### src/rtl/boot_reader_if.sv
`default_nettype none
// ============================================================================
// Module   : boot_reader_if
// Purpose  : Bundles the boot-memory read port and the output word stream of
//            the boot readback engine.
// Signals  : mem_rd_en / mem_addr  - single-word read strobe and word address
//            mem_rdata             - read data, valid one cycle after strobe
//            dout_valid/dout_data  - output stream word
//            dout_ready            - stream consumer accept
// Modports : master - engine side (drives reads and stream)
//            slave  - memory + consumer side
// Revision : 1.0 - initial release
// ============================================================================
interface boot_reader_if #(
  parameter int MEM_AW = 16,
  parameter int DATA_W = 32
);
  logic              mem_rd_en;
  logic [MEM_AW-1:0] mem_addr;
  logic [DATA_W-1:0] mem_rdata;
  logic              dout_valid;
  logic [DATA_W-1:0] dout_data;
  logic              dout_ready;

  modport master (
    output mem_rd_en, mem_addr, dout_valid, dout_data,
    input  mem_rdata, dout_ready
  );

  modport slave (
    input  mem_rd_en, mem_addr, dout_valid, dout_data,
    output mem_rdata, dout_ready
  );
endinterface
`default_nettype wire

### src/rtl/boot_reader.sv
`default_nettype none
// ============================================================================
// Module   : boot_reader
// Purpose  : Boot-path readback engine. Accepts a descriptor (block address,
//            word length), issues sequential single-word reads to a
//            fixed-latency (1 cycle) boot memory and streams the words out
//            through a small FIFO that absorbs latency and backpressure.
// Ports    : clk     - clock, rising edge
//            clr     - synchronous active-high reset
//            start   - transfer request, sampled only when idle
//            addr_i  - descriptor block address
//            len_i   - descriptor length in words
//            busy    - engine not idle
//            done    - one-cycle pulse on normal completion
//            err     - one-cycle pulse on a rejected descriptor
//            bus     - memory read port + output stream (master modport)
// Revision : 1.0 - initial release
// ============================================================================
module boot_reader #(
  parameter int MEM_AW    = 16,
  parameter int DATA_W    = 32,
  parameter int BLK_SHIFT = 8,
  parameter int DEPTH     = 4
) (
  input  logic          clk,
  input  logic          clr,
  input  logic          start,
  input  logic [7:0]    addr_i,
  input  logic [31:0]   len_i,
  output logic          busy,
  output logic          done,
  output logic          err,
  boot_reader_if.master bus
);

  localparam int c_PTR_W = $clog2(DEPTH);
  localparam int c_SH_W  = BLK_SHIFT + 8;

  typedef enum logic [2:0] {
    S_IDLE  = 3'd0,
    S_FETCH = 3'd1,
    S_DRAIN = 3'd2,
    S_DONE  = 3'd3,
    S_ERR   = 3'd4
  } state_t;

  state_t              r_state;
  state_t              w_state_nxt;

  logic [MEM_AW-1:0]   r_rd_ptr;
  logic [31:0]         r_remaining;
  logic                r_inflight;

  logic [DATA_W-1:0]   r_fifo [DEPTH];
  logic [c_PTR_W-1:0]  r_wptr;
  logic [c_PTR_W-1:0]  r_rptr;
  logic [c_PTR_W:0]    r_count;

  logic [c_SH_W-1:0]   w_shifted;
  logic [MEM_AW-1:0]   w_base;
  logic [33:0]         w_end;
  logic [33:0]         w_limit;
  logic                w_reject;
  logic [c_PTR_W+1:0]  w_occ;
  logic                w_rd_en;
  logic                w_push;
  logic                w_pop;
  logic                w_accept;

  // --------------------------------------------------------------------------
  // Descriptor decode: block address scaled to a word address, then checked
  // against the top of the memory using a 34-bit sum so nothing wraps.
  // --------------------------------------------------------------------------
  assign w_shifted = c_SH_W'(addr_i) << BLK_SHIFT;

  if (MEM_AW >= c_SH_W) begin : g_base_ext
    assign w_base = MEM_AW'(w_shifted);
  end else begin : g_base_trunc
    assign w_base = w_shifted[MEM_AW-1:0];
  end

  assign w_end    = 34'(w_base) + 34'(len_i);
  assign w_limit  = 34'(1) << MEM_AW;
  assign w_reject = (w_end > w_limit);
  assign w_accept = (r_state == S_IDLE) && start;

  // --------------------------------------------------------------------------
  // Read issue: a read is allowed only if the FIFO is guaranteed a free slot
  // when its data returns. A pop in the same cycle is deliberately not
  // credited, which keeps the issue logic independent of dout_ready.
  // --------------------------------------------------------------------------
  assign w_occ   = (c_PTR_W+2)'(r_count) + (c_PTR_W+2)'(r_inflight);
  assign w_rd_en = (r_state == S_FETCH) && (r_remaining != 32'd0) &&
                   (w_occ < (c_PTR_W+2)'(DEPTH));

  assign w_push  = r_inflight;
  assign w_pop   = (r_count != '0) && bus.dout_ready;

  assign bus.mem_rd_en  = w_rd_en;
  assign bus.mem_addr   = w_rd_en ? r_rd_ptr : '0;
  assign bus.dout_valid = (r_count != '0);
  assign bus.dout_data  = r_fifo[r_rptr];

  assign busy = (r_state != S_IDLE);
  assign done = (r_state == S_DONE);
  assign err  = (r_state == S_ERR);

  // --------------------------------------------------------------------------
  // FSM
  // --------------------------------------------------------------------------
  always_ff @(posedge clk) begin
    if (clr) begin
      r_state <= S_IDLE;
    end else begin
      r_state <= w_state_nxt;
    end
  end

  always_comb begin
    w_state_nxt = r_state;
    case (r_state)
      S_IDLE: begin
        if (start) begin
          if (len_i == 32'd0) begin
            w_state_nxt = S_DONE;
          end else if (w_reject) begin
            w_state_nxt = S_ERR;
          end else begin
            w_state_nxt = S_FETCH;
          end
        end
      end
      S_FETCH: begin
        if (w_rd_en && (r_remaining == 32'd1)) begin
          w_state_nxt = S_DRAIN;
        end
      end
      S_DRAIN: begin
        // Finish on the cycle of the last handshake so done lands directly
        // after the final stream word.
        if (!r_inflight &&
            ((r_count == '0) || ((r_count == (c_PTR_W+1)'(1)) && w_pop))) begin
          w_state_nxt = S_DONE;
        end
      end
      S_DONE:  w_state_nxt = S_IDLE;
      S_ERR:   w_state_nxt = S_IDLE;
      default: w_state_nxt = S_IDLE;
    endcase
  end

  // --------------------------------------------------------------------------
  // Read pointer, remaining count and the one-deep in-flight tracker.
  // Clearing r_inflight on clr is what discards data returning after reset.
  // --------------------------------------------------------------------------
  always_ff @(posedge clk) begin
    if (clr) begin
      r_rd_ptr    <= '0;
      r_remaining <= '0;
      r_inflight  <= 1'b0;
    end else begin
      r_inflight <= w_rd_en;
      if (w_accept) begin
        r_rd_ptr    <= w_base;
        r_remaining <= len_i;
      end else if (w_rd_en) begin
        r_rd_ptr    <= r_rd_ptr + MEM_AW'(1);
        r_remaining <= r_remaining - 32'd1;
      end
    end
  end

  // --------------------------------------------------------------------------
  // Output FIFO. Storage carries no reset; only the pointers and count do.
  // --------------------------------------------------------------------------
  always_ff @(posedge clk) begin
    if (w_push) begin
      r_fifo[r_wptr] <= bus.mem_rdata;
    end
  end

  always_ff @(posedge clk) begin
    if (clr) begin
      r_wptr  <= '0;
      r_rptr  <= '0;
      r_count <= '0;
    end else begin
      if (w_push) begin
        r_wptr <= r_wptr + c_PTR_W'(1);
      end
      if (w_pop) begin
        r_rptr <= r_rptr + c_PTR_W'(1);
      end
      r_count <= r_count + (c_PTR_W+1)'(w_push) - (c_PTR_W+1)'(w_pop);
    end
  end

endmodule
`default_nettype wire

### src/flat_wrapper.sv
// flat-port wrapper written by rule: the top's interface ports become plain ports
module boot_reader_flat 
#(
  parameter int MEM_AW    = 16,
  parameter int DATA_W    = 32,
  parameter int BLK_SHIFT = 8,
  parameter int DEPTH     = 4
)
  (clk, clr, start, addr_i, len_i, busy, done, err, bus_mem_rd_en, bus_mem_addr, bus_dout_valid, bus_dout_data, bus_mem_rdata, bus_dout_ready);
  boot_reader_if #(.MEM_AW(MEM_AW), .DATA_W(DATA_W)) bus_i ();
  input  logic clk;
  input  logic clr;
  input  logic start;
  input  logic [7:0] addr_i;
  input  logic [31:0] len_i;
  output logic busy;
  output logic done;
  output logic err;
  output wire logic [$bits(bus_i.mem_rd_en)-1:0] bus_mem_rd_en;
  output wire logic [$bits(bus_i.mem_addr)-1:0] bus_mem_addr;
  output wire logic [$bits(bus_i.dout_valid)-1:0] bus_dout_valid;
  output wire logic [$bits(bus_i.dout_data)-1:0] bus_dout_data;
  input wire logic [$bits(bus_i.mem_rdata)-1:0] bus_mem_rdata;
  input wire logic [$bits(bus_i.dout_ready)-1:0] bus_dout_ready;
  assign bus_mem_rd_en = bus_i.mem_rd_en;
  assign bus_mem_addr = bus_i.mem_addr;
  assign bus_dout_valid = bus_i.dout_valid;
  assign bus_dout_data = bus_i.dout_data;
  assign bus_i.mem_rdata = bus_mem_rdata;
  assign bus_i.dout_ready = bus_dout_ready;
  boot_reader #(.MEM_AW(MEM_AW), .DATA_W(DATA_W), .BLK_SHIFT(BLK_SHIFT), .DEPTH(DEPTH)) u_core (.clk(clk), .clr(clr), .start(start), .addr_i(addr_i), .len_i(len_i), .busy(busy), .done(done), .err(err), .bus(bus_i));
endmodule
### config.mk
export PLATFORM = sky130hd
export DESIGN_NAME = boot_reader_flat
export DESIGN_NICKNAME = d
export VERILOG_FILES = /design/src/rtl/boot_reader_if.sv /design/src/rtl/boot_reader.sv /design/src/flat_wrapper.sv
export SDC_FILE = /design/constraint.sdc
export NUM_CORES = 1
export LEC_CHECK = 0
export CORE_MARGIN = 2
export CORE_UTILIZATION = 45
export DETAILED_ROUTE_END_ITERATION = 10
export GPL_ROUTABILITY_DRIVEN = 0
export PLACE_DENSITY = 0.67
export SKIP_LAST_GASP = 1
export SYNTH_ARGS = -nofsm -noshare
export SYNTH_HDL_FRONTEND = slang
export SYNTH_SLANG_ARGS = --single-unit
### constraint.sdc
create_clock -name clk -period 4.01 [get_ports clk]
set_clock_uncertainty 0.15 [all_clocks]
set_input_delay 0.802 -clock clk [delete_from_list [all_inputs] [get_ports clk]]
set_output_delay 0.802 -clock clk [all_outputs]
set_load 0.02 [all_outputs]
==> summary.log, run 1 <==
INFO  outcome        status=complete, no violations
INFO  synth          synth_flop_cell=edfxtp_1
INFO  synth          synth_area=0.00871sqmm
INFO  route          ant_nets=0
INFO  grt            grt_pass1_vias=6325
INFO  die            io_pins=129
INFO  die            die_area=0.0205sqmm
INFO  synth          cell_types_with_the_highest_counts_after_synthesis=edfxtp_1 (128), dfxtp_1 (61), nor2_1 (53), nand2_1 (47), a21oi_1 (36)
INFO  route          detailedRoute.firstPassIterationCount=6
INFO  synth          synth_cells=695
INFO  sta            maxSlewViolCount=0
INFO  sta            timing.final.crit_share=95.7%
INFO  sta            max_freq=260MHz
INFO  clocking       clock_tree.htree_level_count=4
INFO  power_and_ir_drop powerDensity=457mW/mm^2
INFO  sta            number_of_hold_violations_in_the_final_report=0
INFO  power_and_ir_drop leakage=0.00363uW
INFO  die            chipWidth=143um
INFO  die            initial_core_util=46.3%
INFO  power_and_ir_drop irDropWorstVdd=0.305mV
INFO  placement      detailedPlacementHpwl=13400um
INFO  sta            worst_slew_pin_slew=0.932ns
INFO  clocking       clk_pin_slew_worst_paths=0.07ns
INFO  die            std_cell_rows=50
INFO  setup_path     setup.worst_path.class=reg -> out
INFO  grt            grt_max_degree=45
INFO  synth          postSynthAreaPerCell=12.5squm
INFO  clocking       post_cts_buffers=0
INFO  synth          async_flop_share=0%
INFO  clocking       max-clock-path-buffers=2
INFO  grt            initial_antenna_violation_count=0
INFO  synth          synthMostInstantiatedCell=edfxtp_1
INFO  route          wl_per_cell=18.1um
INFO  synth          yosysTopAreaCellShare=44.1%
INFO  route          total_drc_errors_in_the_routed_layout=0
INFO  grt            groute.usage.overall=19.6%
INFO  sta            setup_viol=0
INFO  setup_path     critical_path_sink_type=primary output
INFO  cells_and_area layout.core_utilization=57.7%
INFO  hold_path      hold_path.class=reg -> reg
INFO  setup_path     timing.critical_path.fanout_max=30
INFO  synth          yosys_warning_count=0
INFO  setup_path     critPathLaunchType=flip-flop
INFO  route          wirelength=19800um
INFO  grt            grt_first_pass_wirelength=31400um
INFO  sta            maxSlewHeadroom=36.3%
INFO  cells_and_area final_layout_size_suffix_gt1_share=11.2%
INFO  die            coreArea=0.0188sqmm
INFO  placement      port_buffers=128
INFO  grt            global_route.overflow_total=0
INFO  die            dieHeight=143um
INFO  cells_and_area n_fill_cell=1530
INFO  cells_and_area design.final.nets=915
INFO  clocking       clockRootBuffer=clkbuf_16
INFO  synth          synth_fp_nets=792
INFO  clocking       cts_hold_repair.buffers=0
INFO  hold_path      cell_depth_of_the_worst_hold_path=2
INFO  synth          post_synth_edffs=128
INFO  synth          yosysSeqAreaShare=58.1%
INFO  setup_path     arrival=2.89ns
INFO  synth          synth_top_cells_by_area=edfxtp_1 (44%), dfxtp_1 (14%), mux4_2 (8.3%)
INFO  route          detailroute.via_count=6258
INFO  sta            grt_setup_unrepaired=false
INFO  route          per_cell_via_count_in_the_routed_design=5.74
INFO  clocking       insertion_delay=0.43ns
INFO  cells_and_area antenna_cells_inserted=0
INFO  clocking       clock_sink_count=189
INFO  power_and_ir_drop totalPowerFinal=4970uW
INFO  clocking       cts_tree=built
INFO  sta            finalCriticalPeriod=3.84ns
INFO  setup_path     worst_ep_required_time=3.06ns
INFO  route          first_iter_violations=440
INFO  setup_path     r2r_cells=10
INFO  synth          post_synth_num_cell_types=67
INFO  cells_and_area synthToLayoutAreaGrowth=24.7%
INFO  synth          flops_latches_synth=189
INFO  synth          synth_top_area_cell=edfxtp_1
INFO  clocking       cts_buffers=17
INFO  run            max_cap_viol_count=0
-- final cells by class --
cell class / instances / area [sq um] / area share (%)
tap: 260 / 325 / 2.99
multi-input combinational: 455 / 3430 / 31.6
clock buffer: 17 / 425 / 3.92
clock inverter: 15 / 160 / 1.47
sequential: 189 / 5070 / 46.6
timing repair buffer: 138 / 1390 / 12.8
inverter: 17 / 66.3 / 0.610
-- worst max-delay path, cell delays in order, from the launching register on --
cell             delay (ns)
dfxtp_1                0.37
or4_4                  0.59
nor4_4                 0.24
nand4_2                0.20
o21ai_4                0.19
inv_4                  0.14
and2_1                 0.20
clkdlybuf4s50_1        0.53
-- registers in the layout (all words and copies together) (netlist names), named ones only --
signal and count:
u_core.r_wptr 2, u_core.r_remaining 32, u_core.r_rd_ptr 16, u_core.r_state 3, u_core.r_count 3, u_core.r_fifo 128
u_core.r_inflight 1, u_core.r_rptr 2
-- power breakdown --
part	switching, uW	internal [uW]
Sequential	54.3	2130
Clock	811	838
Combinational	552	582
-- cells by family (layout without fill, tap and decap cells) --
group	after synthesis	count (layout)	synth area share, %
muxes	36	36	8.73
AOI/OAI and AO/OA	126	126	9.71
and+or+nand+nor	243	243	14.7
adders and majority gates	21	21	3.19
xor gates and xnor gates	29	29	2.92
DFF	189	189	58.1
buffers and inverters	51	187	2.57
-- routing by layer --
metal  up-vias  track usage [%]  share of wire (%)
li1       2914                -                  -
met1      3040             25.3                 43
met2       265             32.6                 49
met3        39             4.26                6.1
met4         0             7.35                1.9
met5         -                0                  0
-- worst paths after layout --
| check | startpoint | slack [ns] | endpoint |
|---|---|---|---|
| setup / recovery | u_core.r_remaining[23] | 0.17 | bus_mem_addr[8] |
| hold / removal | u_core.r_remaining[17] | 0.35 | u_core.r_remaining[17] |
| setup reg to reg | u_core.r_count[1] | 1.12 | u_core.r_remaining[25] |
| hold reg to reg | u_core.r_remaining[17] | 0.35 | u_core.r_remaining[17] |
-- repair_timing --
action,4_1_cts,5_1_grt
hold endpoints to repair,0,0
endpoints found under the setup margin,16,16
gates cloned,0,0
pin swaps,0,1
resized for setup,2,3
-- per-stage QoR --
stage                     instances  instance area (sq um)  setup TNS (ns)  setup WS, ns  hold slack [ns]
after CTS                      1091                  10900               0        0.0620            0.356
after global placement         1059                  10300               0         0.104            0.325
final                          1091                  10900               0         0.171            0.352
after floorplan                 695                   8710               0         0.607            0.312
after detailed placement       1059                  10300         -0.0215       -0.0148            0.340
after global routing           1091                  10900               0        0.0167            0.372
-- cells in the final DEF, fill, tap and decap left out, types with 17 or more instances in the layout --
cell             synthesis  layout
clkbuf_16                0      17
clkdlybuf4s50_1          0     125
ha_1                    19      19
nand2_1                 47      47
nor2_1                  53      53
mux4_2                  32      32
edfxtp_1               128     128
and2_1                  23      19
nor3_1                  20      20
dfxtp_1                 61      60
nand3_1                 26      26
a21oi_1                 36      36
No activity file was read; power rests on OpenSTA's default activity.
==> inputs of run 2 (changes only) <==
- CAP_MARGIN: unset -> 20
- CORE_UTILIZATION: 45 -> 30
- PLACE_DENSITY: 0.67 -> 0.48
==> run 2 against run 1 <==
Compared with the run above:
- clock-buffer cell count stayed put
- non-clock buffer count is 17 higher
- sequential power hardly changed
- combinational power hardly changed
- die area is 48% higher
- final area is 2.6% higher
- critical path depth stayed put
- total power is 1.8% higher
- routed wire length is 6.7% higher
- final cell count is 13% higher
- setup slack better by 0.019 ns
==> summary.log, run 2 (synthesis gave the netlist of run 1 again) <==
INFO  die            die_area=0.0304sqmm [+48%]
INFO  sta            maxSlewHeadroom=52.3% [+16 points]
INFO  power_and_ir_drop leakage=0.00370uW [+2.0%]
INFO  outcome        status=complete, no violations
INFO  grt            global_route.overflow_total=0 [unchanged]
INFO  grt            grt_max_degree=33 [-27%]
INFO  sta            post-route-worst-setup-slack=0.190ns [+0.0193 ns]
INFO  clocking       clk_pin_slew_worst_paths=0.08ns [about the same]
INFO  grt            initial_antenna_violation_count=0 [unchanged]
INFO  clocking       cts_hold_repair.buffers=0 [unchanged]
INFO  setup_path     critical-path-max-stage-delay=0.63ns [+0.04 ns]
INFO  cells_and_area most-common-layout-cells=edfxtp_1 (128), clkdlybuf4s50_1 (125), dfxtp_1 (60)
INFO  clocking       clock_sink_count=189 [unchanged]
INFO  die            std_cell_rows=62 [+24%]
INFO  route          first_iter_violations=374 [-15%]
INFO  sta            grt_setup_unrepaired=false
INFO  die            initial_core_util=30.4% [-16 points]
INFO  route          detailroute.via_count=6087 [-2.7%]
INFO  clocking       clock_tree.htree_level_count=4 [unchanged]
INFO  grt            grt_first_pass_wirelength=33400um [+6.2%]
INFO  cells_and_area largest-register=u_core.r_fifo
INFO  placement      port_buffers=128 [unchanged]
INFO  route          wirelength=21100um [+6.7%]
INFO  grt            groute.usage.overall=14.0% [-5.6 points]
INFO  die            dieHeight=174um [+22%]
INFO  clocking       cts_tree=built
INFO  power_and_ir_drop irDropWorstVdd=0.297mV [-2.7%]
INFO  setup_path     critical_path_sink_type=primary output
INFO  setup_path     cp_cell_sequence=or4_1 -> nor2_1 -> nand4_2 -> o21ai_4 -> inv_4 -> and2_1 -> clkdlybuf4s50_1
INFO  setup_path     worst_ep_required_time=3.06ns [about the same]
INFO  cells_and_area largest_register_ffs=128 [unchanged]
INFO  cells_and_area synthToLayoutAreaGrowth=28.0%
INFO  hold_path      hold_path.class=reg -> reg
INFO  setup_path     timing.critical_path.fanout_max=23 [-23%]
INFO  cells_and_area mostFrequentLayoutCell=edfxtp_1
INFO  route          ant_nets=0 [unchanged]
INFO  clocking       max-clock-path-buffers=2 [unchanged]
INFO  die            chipWidth=174um [+22%]
INFO  cells_and_area final_layout_size_suffix_gt1_share=12.7% [+1.5 points]
INFO  placement      post-place-ws=0.00379ns [+0.0186 ns]
INFO  route          wl_per_cell=17.1um [-5.6%]
INFO  clocking       clockRootBuffer=clkbuf_16
INFO  route          detailedRoute.firstPassIterationCount=5 [-1]
INFO  sta            number_of_hold_violations_in_the_final_report=0 [unchanged]
INFO  setup_path     setup.worst_path.class=reg -> out
INFO  route          total_drc_errors_in_the_routed_layout=0 [unchanged]
INFO  sta            worst_slew_pin_slew=0.710ns [-0.222 ns]
INFO  clocking       cts_buffers=17 [unchanged]
INFO  sta            finalSetupTns=0ns [unchanged]
INFO  cells_and_area biggestRegsByFlops=u_core.r_fifo: 128 flops, u_core.r_remaining: 32 flops, u_core.r_rd_ptr: 16 flops
INFO  setup_path     critPathLaunchType=flip-flop
INFO  cells_and_area design.final.nets=932 [+1.9%]
INFO  setup_path     timing.critical_path.slowest_stage_cell=or4_1
INFO  die            io_pins=129 [unchanged]
INFO  clocking       insertion_delay=0.43ns [about the same]
INFO  run            max_cap_viol_count=0 [unchanged]
INFO  sta            timing.final.crit_share=95.3% [-0.48 points]
INFO  cells_and_area antenna_cells_inserted=0 [unchanged]
INFO  grt            grt_pass1_vias=6077 [-3.9%]
INFO  setup_path     worstPathBufferInverterCount=2 [unchanged]
INFO  power_and_ir_drop powerDensity=453mW/mm^2 [-0.81%]
INFO  route          per_cell_via_count_in_the_routed_design=4.94 [-14%]
INFO  sta            finalCriticalPeriod=3.82ns [-0.0193 ns]
INFO  sta            setup_viol=0 [unchanged]
INFO  sta            maxSlewViolCount=0 [unchanged]
INFO  setup_path     arrival=2.87ns [-0.02 ns]
INFO  placement      detailedPlacementHpwl=14500um [+8.2%]
INFO  setup_path     critPathTopFamily=simple AND/OR/NAND/NOR gates
INFO  sta            max_freq=262MHz [+0.50%]
INFO  die            coreArea=0.0286sqmm [+52%]
## run 2: path summary, 6_finish.rpt
kind	from	cells past startpoint	slack, ns	to
worst min-delay path	u_core.r_remaining[17]	2	0.34	u_core.r_remaining[17]
worst min register to register	u_core.r_remaining[17]	2	0.34	u_core.r_remaining[17]
worst max-delay path	u_core.r_remaining[18]	7	0.19	bus_mem_addr[10]
worst max register to register	u_core.r_count[1]	10	1.13	u_core.r_rd_ptr[15]
## run 2: power by group
| group | switching (uW) | leakage [uW] | internal [uW] |
|---|---|---|---|
| clock | 873 | 0.000296 | 852 |
| combinational | 524 | 0.00176 | 596 |
| sequential | 81.0 | 0.00165 | 2130 |
## run 2: layer usage
metal	global-route usage [%]	share of wire (%)	vias up
met4	3.08	0.78	0
met1	19.0	47	2954
met5	0	0	-
met3	2.78	4.4	11
met2	23.2	48	176
li1	-	-	2946
## run 2: worst register-to-register path, delay by kind of cell, from the launching register on
kind | cells | cell delay, ns
adders and majority gates | 1 | 0.23
and+or+nand+nor | 4 | 1.14
DFF | 1 | 0.37
AOI/OAI and AO/OA | 4 | 0.70
buffers and inverters | 1 | 0.22
## run 2: what timing repair did
item,CTS,global route
pin swaps,0,1
setup buffers,0,0
resized for setup,1,4
endpoints found under the setup margin,16,16
## run 2: cell type report
type / instances / area, sq um
Fill cell: 2748 / 17500
Sequential cell: 189 / 5070
Multi-Input combinational cell: 455 / 3430
Timing Repair Buffer: 155 / 1500
Tap cell: 384 / 480
Clock buffer: 17 / 425
Clock inverter: 15 / 185
Inverter: 17 / 66.3
## run 2: metrics by stage
| step | cell area [sq um] | total power [uW] | std cells | util (%) | hold slack (ns) |
|---|---|---|---|---|---|
| 2_1_floorplan | 8710 | 2910 | 695 | - | 0.312 |
| 3_3_place_gp | 10500 | 3390 | 1200 | 36.8 | 0.326 |
| 3_5_place_dp | 10500 | 3390 | 1200 | 36.8 | 0.332 |
| 4_1_cts | 11100 | 5140 | 1232 | 38.9 | 0.346 |
| 5_1_grt | 11100 | 5310 | 1232 | 38.9 | 0.384 |
| 6_report | 11100 | 5050 | 1232 | 38.9 | 0.344 |
==> inputs of run 3 (changes only) <==
- CORE_MARGIN: 2 -> unset
- DONT_BUFFER_PORTS: unset -> 1
- PLACE_DENSITY: 0.48 -> 0.43
==> run 3 against run 2 <==
Compared with the run above:
- sequential share of layout area grew 6.6 points
- worst hold slack got worse by 0.064 ns
- first-iteration DRC count up 8.0%
- combinational power down 31%
- maximum frequency rose by 4.6%
- largest power group unchanged
- highest routed layer unchanged
==> summary.log, run 3 (synthesis gave the netlist of run 1 again) <==
INFO  outcome        status=complete, no violations
INFO  cells_and_area mostFrequentLayoutCell=edfxtp_1
INFO  route          detailroute.via_count=5629 [-7.5%]
INFO  die            chipWidth=172um [-1.1%]
INFO  route          wl_per_cell=19.2um [+12%]
INFO  clocking       clock_sink_count=189 [unchanged]
INFO  die            initial_core_util=30.4% [unchanged]
INFO  setup_path     critPathLaunchType=flip-flop
INFO  route          ant_nets=0 [unchanged]
INFO  cells_and_area layout.core_utilization=34.0% [-4.9 points]
INFO  run            max_cap_viol_count=0 [unchanged]
INFO  grt            grt_max_degree=54 [+64%]
INFO  route          first_iter_violations=404 [+8.0%]
INFO  setup_path     critPathTopFamily=simple AND/OR/NAND/NOR gates
INFO  setup_path     critical_path_sink_type=primary output
INFO  hold_path      timing.hold.worst.start=clr
INFO  power_and_ir_drop leakage=0.00309uW [-17%]
INFO  setup_path     critical-path-max-stage-delay=0.67ns [+0.04 ns]
INFO  setup_path     worstPathBufferInverterCount=1 [-1]
INFO  setup_path     setup.worst_path.class=reg -> out
INFO  setup_path     arrival=2.70ns [-0.17 ns]
INFO  cells_and_area largest-register=u_core.r_fifo
INFO  sta            minimum_hold_slack=0.280ns [-0.0637 ns]
INFO  sta            finalCriticalPeriod=3.65ns [-0.168 ns]
INFO  placement      port_buffers=0 [-100%]
INFO  clocking       cts_hold_repair.buffers=0 [unchanged]
INFO  setup_path     worst_ep_required_time=3.06ns [about the same]
INFO  sta            maxSlewViolCount=0 [unchanged]
INFO  route          total_drc_errors_in_the_routed_layout=0 [unchanged]
INFO  setup_path     worst_reg2reg_path_startpoint=u_core.r_remaining[23]
INFO  die            io_pins=129 [unchanged]
INFO  cells_and_area largest_register_ffs=128 [unchanged]
INFO  cells_and_area antenna_cells_inserted=0 [unchanged]
INFO  hold_path      hold_path.class=in -> reg
INFO  clocking       clockRootBuffer=clkbuf_16
INFO  sta            setup_viol=0 [unchanged]
INFO  sta            timing.final.crit_share=91.1% [-4.2 points]
INFO  placement      detailedPlacementHpwl=14300um [-1.5%]
INFO  route          wirelength=20800um [-1.3%]
INFO  power_and_ir_drop powerDensity=489mW/mm^2 [+7.8%]
INFO  clocking       cts_repair_resize_count=0 [-1]
INFO  grt            grt_first_pass_wirelength=32000um [-4.0%]
INFO  cells_and_area most-common-layout-cells=edfxtp_1 (128), dfxtp_1 (59), nor2_1 (53)
INFO  sta            number_of_hold_violations_in_the_final_report=0 [unchanged]
INFO  sta            max_freq=274MHz [+4.6%]
INFO  sta            worst_slew_pin_slew=0.909ns [+0.200 ns]
INFO  setup_path     timing.critical_path.slowest_stage_cell=or4_1
INFO  die            die_area=0.0297sqmm [-2.3%]
INFO  clocking       clock_tree.htree_level_count=4 [unchanged]
INFO  power_and_ir_drop irDropWorstVdd=0.227mV [-24%]
INFO  route          per_cell_via_count_in_the_routed_design=5.19 [+5.0%]
INFO  cells_and_area synthToLayoutAreaGrowth=11.7%
INFO  cells_and_area design.final.nets=785 [-16%]
INFO  grt            grt_pass1_vias=5750 [-5.4%]
INFO  setup_path     timing.critical_path.fanout_max=21 [-8.7%]
INFO  die            dieHeight=172um [-1.1%]
INFO  clocking       clk_pin_slew_worst_paths=0.08ns [about the same]
INFO  setup_path     r2r_cells=10 [unchanged]
INFO  clocking       cts_tree=built
INFO  power_and_ir_drop totalPowerFinal=4760uW [-5.9%]
INFO  clocking       post_cts_buffers=0 [unchanged]
INFO  clocking       insertion_delay=0.43ns [about the same]
INFO  grt            groute.usage.overall=14.4% [+0.38 points]
INFO  sta            grt_setup_unrepaired=false
INFO  setup_path     cp_cell_sequence=or4_1 -> nor4_4 -> nand4_2 -> o21ai_4 -> inv_2 -> and2_1
INFO  setup_path     regToRegEndpoint=u_core.r_remaining[12]
INFO  cells_and_area final_layout_size_suffix_gt1_share=13.1% [+0.39 points]
INFO  clocking       max-clock-path-buffers=2 [unchanged]
INFO  grt            global_route.overflow_total=0 [unchanged]
INFO  grt            initial_antenna_violation_count=0 [unchanged]
INFO  sta            maxSlewHeadroom=39.4% [-13 points]
INFO  sta            finalSetupTns=0ns [unchanged]
INFO  hold_path      cell_depth_of_the_worst_hold_path=1 [-1]
INFO  cells_and_area biggestRegsByFlops=u_core.r_fifo: 128 flops, u_core.r_remaining: 32 flops, u_core.r_rd_ptr: 16 flops
INFO  die            coreArea=0.0286sqmm [unchanged]
INFO  clocking       cts_buffers=17 [unchanged]
INFO  route          detailedRoute.firstPassIterationCount=7 [+2]
INFO  die            std_cell_rows=62 [unchanged]
INFO  setup_path     reg2reg_slack=0.88ns [-0.25 ns]
-- run 3: cell type report --
| cell class | instances | area (sq um) |
|---|---|---|
| clock buffers | 17 | 425 |
| clock inverters | 15 | 206 |
| fillers | 2801 | 18900 |
| inverters | 17 | 63.8 |
| multi-input cells | 455 | 3430 |
| flip-flops and latches | 189 | 5070 |
| well taps | 384 | 480 |
| repair buffers | 8 | 60.1 |
-- run 3: how the worst max path moves through the flow --
stage,from,endpoint,cells past startpoint
final,u_core.r_remaining[23],bus_mem_addr[2],6
after global placement,addr_i[0],u_core.r_state[0],10
after floorplan,addr_i[0],u_core.r_state[0],11
after global routing,u_core.r_remaining[23],bus_mem_addr[14],6
after CTS,u_core.r_remaining[23],bus_mem_addr[2],6
after detailed placement,addr_i[0],u_core.r_state[0],10
-- run 3: through the flow --
stage / cell area [sq um] / cells / setup slack (ns)
finish: 9730 / 1085 / 0.358
global route: 9730 / 1085 / 0.232
CTS: 9730 / 1085 / 0.324
detailed placement: 9100 / 1053 / 0.349
global placement: 9100 / 1053 / 0.427
floorplan: 8710 / 695 / 0.607
-- run 3: power by group --
group | total (uW) | internal [uW] | switching [uW]
sequential | 2230 | 2130 | 97.7
clock | 1760 | 865 | 894
combinational | 769 | 335 | 434
total | 4760 | 3330 | 1430
-- run 3: metal layers --
metal / up-vias / global-route usage, % / wire (um)
met4: 0 / 4.58 / 268
met3: 20 / 4.39 / 1480
met2: 167 / 24.1 / 10300
met5: - / 0 / 0
met1: 2789 / 17.6 / 8800
li1: 2653 / - / -
-- run 3: worst reg2reg max path, delay by kind of cell, from the launching register on --
kind | cells | cell delay, ns
AND/OR/NAND/NOR | 5 | 1.54
AO/OA/AOI/OAI | 2 | 0.44
buffers and inverters | 2 | 0.42
flip-flops | 1 | 0.36
XOR/XNOR | 1 | 0.14
